==> config.mk <==
export PLATFORM = sky130hd
export DESIGN_NAME = pipe_hazard_ctrl
export DESIGN_NICKNAME = d
export VERILOG_FILES = /design/src/rtl/pipe_ctrl_pkg.sv /design/src/rtl/hazard_scoreboard.sv /design/src/rtl/pipe_hazard_ctrl.sv
export SDC_FILE = /design/constraint.sdc
export NUM_CORES = 1
export LEC_CHECK = 0
export CAP_MARGIN = 10
export CORE_MARGIN = 1
export CORE_UTILIZATION = 30
export DETAILED_ROUTE_END_ITERATION = 8
export PLACE_DENSITY = 0.69
export SLEW_MARGIN = 20
export SYNTH_ARGS = -nofsm -noshare
export SYNTH_HDL_FRONTEND = slang
export SYNTH_SLANG_ARGS = --single-unit
==> constraint.sdc <==
create_clock -name clk -period 2.5 [get_ports clk]
set_input_delay 0.375 -clock clk [delete_from_list [all_inputs] [get_ports clk]]
set_output_delay 0.375 -clock clk [all_outputs]
set_load 0.02 [all_outputs]
==> src/rtl/pipe_ctrl_pkg.sv <==
// Shared encodings and the scoreboard slot layout for the pipeline hazard controller.
package pipe_ctrl_pkg;

    localparam int SB_RA_W = 5;

    typedef enum logic [1:0] {
        FWD_REG  = 2'b00,
        FWD_EXE  = 2'b01,
        FWD_MEM  = 2'b10,
        FWD_LOAD = 2'b11
    } fwd_sel_e;

    typedef enum logic [1:0] {
        ST_RUN   = 2'b00,
        ST_STALL = 2'b01,
        ST_FLUSH = 2'b10,
        ST_HOLD  = 2'b11
    } ctrl_state_e;

    typedef struct packed {
        logic               valid;
        logic               wreg;
        logic               m2reg;
        logic [SB_RA_W-1:0] dest;
    } sb_slot_t;

    localparam int       SLOT_W     = $bits(sb_slot_t);
    localparam sb_slot_t SLOT_EMPTY = '0;

endpackage

==> src/rtl/hazard_scoreboard.sv <==
// Three-slot shadow of the EXE, MEM and WB destinations; shifts each unfrozen cycle,
// loading either the ID instruction or an empty slot into EXE.
module hazard_scoreboard
    import pipe_ctrl_pkg::*;
(
    input  logic              clk,
    input  logic              rst,
    input  logic              freeze,
    input  logic              insert_bubble,
    input  logic              in_wreg,
    input  logic              in_m2reg,
    input  logic [SB_RA_W-1:0] in_dest,
    output logic [SLOT_W-1:0] exe_slot,
    output logic [SLOT_W-1:0] mem_slot,
    output logic [SLOT_W-1:0] wb_slot
);

    sb_slot_t exe_q, mem_q, wb_q;
    sb_slot_t exe_d, mem_d, wb_d;
    sb_slot_t ins;

    always_comb begin
        ins       = SLOT_EMPTY;
        ins.valid = 1'b1;
        ins.wreg  = in_wreg;
        ins.m2reg = in_m2reg;
        ins.dest  = in_dest;

        exe_d = exe_q;
        mem_d = mem_q;
        wb_d  = wb_q;
        if (!freeze) begin
            exe_d = insert_bubble ? SLOT_EMPTY : ins;
            mem_d = exe_q;
            wb_d  = mem_q;
        end
    end

    always_ff @(posedge clk) begin
        if (rst) begin
            exe_q <= SLOT_EMPTY;
            mem_q <= SLOT_EMPTY;
            wb_q  <= SLOT_EMPTY;
        end else begin
            exe_q <= exe_d;
            mem_q <= mem_d;
            wb_q  <= wb_d;
        end
    end

    assign exe_slot = exe_q;
    assign mem_slot = mem_q;
    assign wb_slot  = wb_q;

endmodule

==> src/rtl/pipe_hazard_ctrl.sv <==
// Five-stage pipeline hazard controller: stage enables, bubble/flush, forwarding, stall count.
// Optional operand forwarding is enabled by defining PIPE_FWD_EN.
module pipe_hazard_ctrl
    import pipe_ctrl_pkg::*;
#(
    parameter int RA_W  = SB_RA_W,
    parameter int CNT_W = 16
) (
    input  logic             clk,
    input  logic             rst,
    input  logic [RA_W-1:0]  id_rs,
    input  logic [RA_W-1:0]  id_rt,
    input  logic             id_use_rs,
    input  logic             id_use_rt,
    input  logic             id_wreg,
    input  logic [RA_W-1:0]  id_dest,
    input  logic             id_m2reg,
    input  logic             e_branch_taken,
    input  logic             ext_hold,
    output logic             pc_en,
    output logic             if_id_en,
    output logic             id_exe_en,
    output logic             exe_mem_en,
    output logic             mem_wb_en,
    output logic             id_exe_bubble,
    output logic             if_id_flush,
    output logic [1:0]       fwd_a,
    output logic [1:0]       fwd_b,
    output logic [1:0]       ctrl_state,
    output logic [CNT_W-1:0] stall_cycles
);

    function automatic logic src_hit(input sb_slot_t s, input logic use_src,
                                     input logic [SB_RA_W-1:0] src);
        return s.valid && s.wreg && (s.dest != '0) && use_src && (s.dest == src);
    endfunction

    function automatic logic [CNT_W-1:0] sat_inc(input logic [CNT_W-1:0] v);
        return (&v) ? v : v + 1'b1;
    endfunction

    logic [SLOT_W-1:0] exe_bits, mem_bits, wb_slot_unused;
    sb_slot_t          exe_s, mem_s;
    logic              exe_hit_a, exe_hit_b, mem_hit_a, mem_hit_b;
    logic              data_stall;
    ctrl_state_e       ctrl_state_q, ctrl_state_d;
    logic [CNT_W-1:0]  stall_cycles_q, stall_cycles_d;

    assign exe_s = sb_slot_t'(exe_bits);
    assign mem_s = sb_slot_t'(mem_bits);

    assign exe_hit_a = src_hit(exe_s, id_use_rs, id_rs);
    assign exe_hit_b = src_hit(exe_s, id_use_rt, id_rt);
    assign mem_hit_a = src_hit(mem_s, id_use_rs, id_rs);
    assign mem_hit_b = src_hit(mem_s, id_use_rt, id_rt);

`ifdef PIPE_FWD_EN
    function automatic logic [1:0] fwd_pick(input logic exe_hit, input logic exe_load,
                                            input logic mem_hit, input logic mem_load);
        if (exe_hit && !exe_load) return FWD_EXE;
        if (mem_hit)              return mem_load ? FWD_LOAD : FWD_MEM;
        return FWD_REG;
    endfunction

    // Only a load still in EXE cannot be forwarded in time.
    assign data_stall = exe_s.m2reg && (exe_hit_a || exe_hit_b);
    assign fwd_a      = fwd_pick(exe_hit_a, exe_s.m2reg, mem_hit_a, mem_s.m2reg);
    assign fwd_b      = fwd_pick(exe_hit_b, exe_s.m2reg, mem_hit_b, mem_s.m2reg);
`else
    logic load_bits_unused;

    assign load_bits_unused = exe_s.m2reg ^ mem_s.m2reg;
    assign data_stall = exe_hit_a || exe_hit_b || mem_hit_a || mem_hit_b;
    assign fwd_a      = FWD_REG;
    assign fwd_b      = FWD_REG;
`endif

    always_ff @(posedge clk) begin
        if (rst) begin
            ctrl_state_q   <= ST_RUN;
            stall_cycles_q <= '0;
        end else begin
            ctrl_state_q   <= ctrl_state_d;
            stall_cycles_q <= stall_cycles_d;
        end
    end

    // The "next state" is the action taken this cycle, in priority order.
    always_comb begin
        ctrl_state_d = ST_RUN;
        if (ext_hold)            ctrl_state_d = ST_HOLD;
        else if (e_branch_taken) ctrl_state_d = ST_FLUSH;
        else if (data_stall)     ctrl_state_d = ST_STALL;

        stall_cycles_d = stall_cycles_q;
        if (ctrl_state_d == ST_STALL) stall_cycles_d = sat_inc(stall_cycles_q);
    end

    always_comb begin
        pc_en         = 1'b1;
        if_id_en      = 1'b1;
        id_exe_en     = 1'b1;
        exe_mem_en    = 1'b1;
        mem_wb_en     = 1'b1;
        id_exe_bubble = 1'b0;
        if_id_flush   = 1'b0;
        unique case (ctrl_state_d)
            ST_HOLD: begin
                pc_en      = 1'b0;
                if_id_en   = 1'b0;
                id_exe_en  = 1'b0;
                exe_mem_en = 1'b0;
                mem_wb_en  = 1'b0;
            end
            ST_FLUSH: begin
                id_exe_bubble = 1'b1;
                if_id_flush   = 1'b1;
            end
            ST_STALL: begin
                pc_en         = 1'b0;
                if_id_en      = 1'b0;
                id_exe_bubble = 1'b1;
            end
            default: ;
        endcase
    end

    hazard_scoreboard u_scoreboard (
        .clk           (clk),
        .rst           (rst),
        .freeze        (ctrl_state_d == ST_HOLD),
        .insert_bubble ((ctrl_state_d == ST_FLUSH) || (ctrl_state_d == ST_STALL)),
        .in_wreg       (id_wreg),
        .in_m2reg      (id_m2reg),
        .in_dest       (id_dest),
        .exe_slot      (exe_bits),
        .mem_slot      (mem_bits),
        .wb_slot       (wb_slot_unused)
    );

    assign ctrl_state   = ctrl_state_q;
    assign stall_cycles = stall_cycles_q;

endmodule

==> results of run 1 <==
## metal layers
metal  vias up  global-route usage [%]  wire length [µm]
li1        769                       -                 -
met1       714                   16.00              1779
met2        35                   24.16              2017
met3         5                   3.256               189
met4         0                   5.000                34
met5         -                       0                 0
## sequential cells by signal, summed over array words and instances, names as in the netlist
name / flops
ctrl_state: 2
stall_cycles: 16
u_scoreboard.exe_slot: 7
u_scoreboard.mem_slot: 7
## critical path, delay by kind of cell (launching register included)
| kind | cells | cell delay, ns |
|---|---|---|
| buffers and inverters | 1 | 0.12 |
| AOI/OAI and AO/OA | 3 | 0.61 |
| and+or+nand+nor | 1 | 0.38 |
| adders and majority gates | 1 | 0.35 |
| DFF | 1 | 0.31 |
## where the power goes
part | switching (mW) | internal [mW] | leakage (nW) | total, mW
Clock | 0.182 | 0.224 | 0.0455 | 0.406
Sequential | 0.0105 | 0.523 | 0.260 | 0.534
Combinational | 0.0866 | 0.0926 | 0.599 | 0.179
## cell families (layout without fill, tap and decap cells)
| group | after synthesis | in the layout | share of synthesized area, % |
|---|---|---|---|
| AO/OA/AOI/OAI | 22 | 22 | 9.812 |
| XOR/XNOR | 34 | 34 | 17.17 |
| adder cells (fa/ha/maj) | 3 | 3 | 2.165 |
| buffers and inverters | 18 | 71 | 6.781 |
| flip-flops | 32 | 32 | 36.94 |
| multiplexers | 8 | 8 | 4.618 |
| other | 1 | 4 | 0.2162 |
| AND/OR/NAND/NOR | 76 | 76 | 22.30 |
## stage by stage
step | setup WS (ns) | util, % | area [µm²]
floorplan | 0.002311 | - | 1762
global placement | -0.3472 | 41.44 | 2296
detailed placement | -0.3945 | 41.44 | 2296
CTS | 0.01479 | 42.82 | 2372
global route | -0.008370 | 43.59 | 2415
finish | 0.07833 | 43.59 | 2415
## timing repair
item,CTS,global route
pin swaps,5,1
resized for setup,29,16
setup buffers,0,0
endpoints found under the setup margin,15,19
## layout by cell type (no fill, tap or decap), drive strengths merged, types with 3 or more instances in the layout
cell type / n
mux2i: 8
a22oi: 6
inv: 4
nand3: 4
xnor2: 25
dlygate4sd2: 7
dfxtp: 32
or3: 3
ha: 3
and3: 5
buf: 17
nor2: 33
clkdlybuf4s50: 32
xor2: 9
nand2: 8
nand4: 9
clkbuf: 10
nor3: 5
a21oi: 3
conb: 4
## cell type report
class                   count  area share (%)
clock buffers               8           3.731
repair buffers             59           21.87
flip-flops and latches     32           26.53
well taps                  72           3.731
multi-input cells         147           43.52
inverters                   4          0.6218
## worst paths after layout
| path | endpoint | slack, ns | cells after the start |
|---|---|---|---|
| min | u_scoreboard.mem_slot[7] | 0.51 | 2 |
| max reg2reg | stall_cycles[4] | 0.22 | 10 |
| max | id_exe_bubble | 0.08 | 6 |
| min reg2reg | u_scoreboard.mem_slot[7] | 0.51 | 2 |
## Yosys cell counts, drive strengths merged, types with 2 or more instances
| master | n | share of area (%) |
|---|---|---|
| nand4 | 9 | 3.6 |
| inv | 4 | 0.87 |
| xor2 | 9 | 4.5 |
| o21ai | 2 | 0.79 |
| clkbuf | 5 | 1.7 |
| and3 | 5 | 1.9 |
| o211ai | 2 | 0.87 |
| nand3 | 4 | 1.2 |
| a22oi | 6 | 2.6 |
| o311a | 2 | 1.2 |
| and4 | 2 | 1.1 |
| nor3 | 5 | 1.4 |
| o2111ai | 2 | 1.4 |
| or3 | 3 | 1.1 |
| nor2 | 33 | 7.3 |
| xnor2 | 25 | 13 |
| mux2i | 8 | 4.6 |
| buf | 8 | 3.7 |
| o22ai | 2 | 0.72 |
| a21oi | 3 | 0.87 |
| and2 | 2 | 0.79 |
| dfxtp | 32 | 37 |
| nand2 | 8 | 1.7 |
| ha | 3 | 2.2 |
==> results_tabular.tex, run 1 <==
\begin{tabular}{lr}
\hline
Metric & Value \\
\hline
\multicolumn{2}{l}{\textbf{Status}} \\
Run status & finished clean \\
\multicolumn{2}{l}{\textbf{Route}} \\
Total routed wirelength & 4.021 mm \\
Vias after detailed routing & 1523 \\
Vias per std cell & 4.730 \\
Number of detailed-route iterations in the first pass & 6 \\
Count of nets left with antenna violations after detail routing & 0 \\
Routed wire length per instance & 12.49 µm \\
Number of DRC markers after the initial detailed-route iteration & 80 \\
\# DRC & 0 \\
\multicolumn{2}{l}{\textbf{Floorplan}} \\
Core area & 5540 µm² \\
Starting utilization of the core area & 31.30\% \\
Number of top-level design ports & 52 \\
Vertical extent of the die & 78.03 µm \\
Die boundary width & 78.03 µm \\
Count of standard-cell rows & 27 \\
Area of the die & 6089 µm² \\
\multicolumn{2}{l}{\textbf{STA}} \\
Final max-slew violation count & 0 \\
Final hold violation count & 0 \\
Count of final setup violators & 0 \\
Final worst-path cycle share & 96.87\% \\
Unrepaired setup endpoints after global routing & true \\
Maximum clock rate & 412.9 MHz \\
Final critical path time including I/O delays and setup & 2.422 ns \\
TNS Setup & 0 ns \\
Worst Clk Skew & 0.007427 ns \\
Hold Worst Slack & 0.5057 ns \\
\multicolumn{2}{l}{\textbf{Global route}} \\
Vias in the first global route & 1457 \\
Global-route wire length before repair & 6.499 mm \\
Sum of overflow across all layers after global routing & 0 \\
Maximum number of pins on one net before global-route repair & 34 \\
Number of antenna violations at the first check in global routing & 0 \\
Overall Global Routing Usage & 13.66\% \\
\multicolumn{2}{l}{\textbf{Clocking}} \\
Clock root buffer & sky130\_fd\_sc\_hd\_\_clkbuf\_8 \\
CTS hold repair buffers & 0 \\
Clock Sink Count & 32 \\
Number of CTS-inserted buffers & 5 \\
TritonCTS clock tree & yes \\
Deepest level of the CTS H-tree & 2 \\
Buffer depth of the longest clock path & 2 \\
Skew-Pair Late Insertion Delay & 0.28 ns \\
Clock transition at the registers of the reported paths & 0.06 ns \\
\multicolumn{2}{l}{\textbf{Synthesis}} \\
Prevailing post-synth register cell & sky130\_fd\_sc\_hd\_\_dfxtp\_1 \\
Post-Synthesis Cell Area & 1734 µm² \\
Syn Inst Count & 194 \\
Sequential area share after synthesis & 36.94\% \\
Synthesis warning total & 0 \\
Post-Syn Area per Cell & 8.939 µm² \\
Synth Register Bits & 32 \\
Number of unique standard cell types used by synthesis & 43 \\
Async set or reset register ratio after synthesis & 0\% \\
Number of enable-type register cells in the synthesized netlist & 0 \\
\multicolumn{2}{l}{\textbf{Finish}} \\
Fraction of final layout cells with drive strength greater than 1 & 19.20\% \\
Filler Cell Count & 578 \\
Number of nets in the layout & 275 \\
Post-layout instance count excluding filler cells & 322 \\
Antenna diodes & 0 \\
Sequential standard cell area & 640.6 µm² \\
Synthesis-to-finish area growth & 39.25\% \\
Area of the multi-input gates & 1051 µm² \\
\multicolumn{2}{l}{\textbf{Place}} \\
Placed cell count & 314 \\
HPWL after DPL & 2.855 mm \\
Number of buffer cells added on primary ports & 46 \\
Placer congestion estimate & 0.8031 \\
\multicolumn{2}{l}{\textbf{Power and ir drop}} \\
Leakage component of the power & 0.9046 nW \\
Power Total & 1.119 mW \\
PwrDens & 463.5 nW/µm² \\
Peak supply drop & 0.0002685 V \\
\multicolumn{2}{l}{\textbf{Job}} \\
Max Cap Viol & 0 \\
\multicolumn{2}{l}{\textbf{Worst setup path}} \\
Crit Reg-Reg Startpoint & u\_scoreboard.mem\_slot[4] \\
Start point of the critical path & u\_scoreboard.mem\_slot[4] \\
Required time of the critical path & 2.12 ns \\
Worst setup SP type & flop \\
Arrival time reported for the critical path endpoint & 2.05 ns \\
Maximum net fanout on the critical path & 2 \\
Crit path max-delay cell type & sky130\_fd\_sc\_hd\_\_or3\_4 \\
Cells traversed along the worst timing path & or3\_4 -> o311a\_1 -> a22oi\_2 -> o21bai\_1 -> ha\_2 -> buf\_6 \\
Critical Path End Type & output pin \\
Setup Crit Path Kind & reg2out \\
Slowest Stage Delay on Critical Path & 0.38 ns \\
\multicolumn{2}{l}{\textbf{Min path}} \\
Classification of the worst-slack hold path & reg2reg \\
Origin of the worst min-delay path & u\_scoreboard.mem\_slot[7] \\
\hline
\end{tabular}
Power figures use the tool's default switching activity.
==> run 2: changes to the inputs <==
--- a/config.mk
+++ b/config.mk
@@ -9,7 +9,7 @@
 export CORE_MARGIN = 1
 export CORE_UTILIZATION = 30
 export DETAILED_ROUTE_END_ITERATION = 8
-export PLACE_DENSITY = 0.69
+export PLACE_DENSITY = 0.67
 export SLEW_MARGIN = 20
 export SYNTH_ARGS = -nofsm -noshare
 export SYNTH_HDL_FRONTEND = slang
==> constraint.sdc (replaced) <==
create_clock -name clk -period 2.9 [get_ports clk]
set_input_delay 0.435 -clock clk [delete_from_list [all_inputs] [get_ports clk]]
set_output_delay 0.435 -clock clk [all_outputs]
set_load 0.02 [all_outputs]
==> results_tabular.tex, run 2 (synthesized netlist as in run 1, its figures left out) <==
\begin{tabular}{lr}
\hline
Metric & Value \\
\hline
\multicolumn{2}{l}{\textbf{Finish}} \\
Number of nets in the layout & 269 (-2.2\%) \\
Most common cell after layout, fill and taps aside & sky130\_fd\_sc\_hd\_\_clkdlybuf4s50\_1 \\
Commonest cells after routing, fill and taps aside & sky130\_fd\_sc\_hd\_\_clkdlybuf4s50\_1, sky130\_fd\_sc\_hd\_\_nor2\_1, sky130\_fd\_sc\_hd\_\_dfxtp\_1, sky130\_fd\_sc\_hd\_\_xnor2\_1, sky130\_fd\_sc\_hd\_\_xor2\_1 \\
Fraction of final layout cells with drive strength greater than 1 & 12.70\% (-6.5 points) \\
Number of flip-flops under the largest register name & 16 (unchanged) \\
Synthesis-to-finish area growth & 34.20\% \\
Antenna diodes & 0 (unchanged) \\
\multicolumn{2}{l}{\textbf{Route}} \\
Vias per std cell & 4.706 (-0.51\%) \\
Routed wire length per instance & 12.20 µm (-2.3\%) \\
Number of detailed-route iterations in the first pass & 4 (-2) \\
Number of DRC markers after the initial detailed-route iteration & 69 (-14\%) \\
Total routed wirelength & 3.856 mm (-4.1\%) \\
Vias after detailed routing & 1487 (-2.4\%) \\
Count of nets left with antenna violations after detail routing & 0 (unchanged) \\
\# DRC & 0 (unchanged) \\
\multicolumn{2}{l}{\textbf{Power and ir drop}} \\
Power Total & 962.9 µW (-14\%) \\
Peak supply drop & 0.0002078 V (-23\%) \\
PwrDens & 413.8 nW/µm² (-11\%) \\
Leakage component of the power & 0.8754 nW (-3.2\%) \\
\multicolumn{2}{l}{\textbf{Clocking}} \\
Clock Sink Count & 32 (unchanged) \\
Number of CTS-inserted buffers & 5 (unchanged) \\
Clock root buffer & sky130\_fd\_sc\_hd\_\_clkbuf\_8 \\
Skew-Pair Late Insertion Delay & 0.28 ns (about the same) \\
Buffer depth of the longest clock path & 2 (unchanged) \\
Count of buffers added by post-CTS timing repair for setup & 0 (unchanged) \\
TritonCTS clock tree & yes \\
Clock transition at the registers of the reported paths & 0.07 ns (about the same) \\
Deepest level of the CTS H-tree & 2 (unchanged) \\
CTS hold repair buffers & 0 (unchanged) \\
\multicolumn{2}{l}{\textbf{STA}} \\
Count of final setup violators & 0 (unchanged) \\
Relative slew slack & 47.67\% \\
Hold Worst Slack & 0.5131 ns (+0.007402 ns) \\
Final hold violation count & 0 (unchanged) \\
Setup ws final & 0.2339 ns (+0.1555 ns) \\
Worst Clk Skew & 0.004405 ns (-0.003021 ns) \\
Tightest Pin Transition & 0.7825 ns \\
Maximum clock rate & 375.1 MHz \\
Final max-slew violation count & 0 (unchanged) \\
Final worst-path cycle share & 91.94\% \\
Final critical path time including I/O delays and setup & 2.666 ns \\
TNS Setup & 0 ns (unchanged) \\
\multicolumn{2}{l}{\textbf{Place}} \\
Number of buffer cells added on primary ports & 46 (unchanged) \\
HPWL after DPL & 2.848 mm (-0.23\%) \\
Placer congestion estimate & 0.7847 (-2.3\%) \\
Pre-CTS worst setup slack & -0.1291 ns (+0.2654 ns) \\
\multicolumn{2}{l}{\textbf{Worst setup path}} \\
Required time of the critical path & 2.47 ns (+0.35 ns) \\
Worst setup SP type & primary input \\
Setup Crit Path Kind & in2out \\
Maximum net fanout on the critical path & 2 (unchanged) \\
Critical Path End Type & output pin \\
Arrival time reported for the critical path endpoint & 2.23 ns (+0.18 ns) \\
\multicolumn{2}{l}{\textbf{Global route}} \\
Vias in the first global route & 1436 (-1.4\%) \\
Overall Global Routing Usage & 13.44\% (-0.22 points) \\
Global-route wire length before repair & 6.486 mm (-0.20\%) \\
Maximum number of pins on one net before global-route repair & 23 (-32\%) \\
Sum of overflow across all layers after global routing & 0 (unchanged) \\
Number of antenna violations at the first check in global routing & 0 (unchanged) \\
\multicolumn{2}{l}{\textbf{Floorplan}} \\
Die boundary width & 78.03 µm (unchanged) \\
Starting utilization of the core area & 31.30\% (unchanged) \\
Area of the die & 6089 µm² (unchanged) \\
Vertical extent of the die & 78.03 µm (unchanged) \\
Number of top-level design ports & 52 (unchanged) \\
Core area & 5540 µm² (unchanged) \\
Count of standard-cell rows & 27 (unchanged) \\
\multicolumn{2}{l}{\textbf{Min path}} \\
Classification of the worst-slack hold path & reg2reg \\
\multicolumn{2}{l}{\textbf{Status}} \\
Run status & finished clean \\
\multicolumn{2}{l}{\textbf{Job}} \\
Max Cap Viol & 0 (unchanged) \\
\hline
\end{tabular}
-- run 2: path summary, 6_finish.rpt --
path | start | to | slack (ns) | depth (start not counted)
setup / recovery | id_rt[4] | id_exe_bubble | 0.23 | 8
hold reg to reg | u_scoreboard.mem_slot[7] | u_scoreboard.mem_slot[7] | 0.51 | 2
setup reg to reg | u_scoreboard.mem_slot[4] | stall_cycles[15] | 0.43 | 10
hold / removal | u_scoreboard.mem_slot[7] | u_scoreboard.mem_slot[7] | 0.51 | 2
-- run 2: final cells by class --
| class | count | area (µm²) |
|---|---|---|
| Fill cell | 581 | 3213 |
| Multi-Input combinational cell | 147 | 996.0 |
| Clock inverter | 2 | 10.01 |
| Clock buffer | 6 | 82.58 |
| Timing Repair Buffer | 53 | 493.0 |
| Inverter | 4 | 15.01 |
| Tap cell | 72 | 90.09 |
| Sequential cell | 32 | 640.6 |
-- run 2: power by group --
part	internal [mW]	leakage [nW]	switching (mW)
combinational	0.0758	0.565	0.0691
clock	0.189	0.0510	0.166
sequential	0.451	0.260	0.0121
total	0.716	0.875	0.247
-- run 2: worst max-delay path: stages --
cell                              delay [ns]
sky130_fd_sc_hd__clkdlybuf4s50_1        0.52
sky130_fd_sc_hd__xnor2_1                0.13
sky130_fd_sc_hd__nand4_1                0.14
sky130_fd_sc_hd__o22ai_2                0.19
sky130_fd_sc_hd__a22oi_1                0.13
sky130_fd_sc_hd__o21bai_1               0.22
sky130_fd_sc_hd__ha_2                   0.32
sky130_fd_sc_hd__clkbuf_2               0.16
-- run 2: per-layer routing --
layer / GRT usage [%] / part of all wire (%) / vias to the layer above
met5: 0 / 0 / -
met4: 4.444 / 0.44 / 0
met3: 4.186 / 5.9 / 2
met2: 22.92 / 47 / 35
met1: 15.99 / 47 / 689
li1: - / - / 761
-- run 2: timing repair --
item                       4_1_cts  5_1_grt
pin swaps                        0        2
gates resized for setup          6       11
setup endpoints to repair        6        5
-- run 2: stage by stage --
step	instance area, µm²	util, %	std cells
3_3_place_gp	2246	40.54	308
2_1_floorplan	1745	-	197
3_5_place_dp	2246	40.54	308
6_report	2327	42.01	316
4_1_cts	2331	42.07	316
5_1_grt	2327	42.01	316
==> run 3: changes to the inputs <==
--- a/config.mk
+++ b/config.mk
@@ -9,6 +9,7 @@
 export CORE_MARGIN = 1
 export CORE_UTILIZATION = 30
 export DETAILED_ROUTE_END_ITERATION = 8
+export GPL_ROUTABILITY_DRIVEN = 1
 export PLACE_DENSITY = 0.67
 export SLEW_MARGIN = 20
 export SYNTH_ARGS = -nofsm -noshare
==> results of run 3 <==
No change in the layout: final DEF, timing and power equal those of run 2.
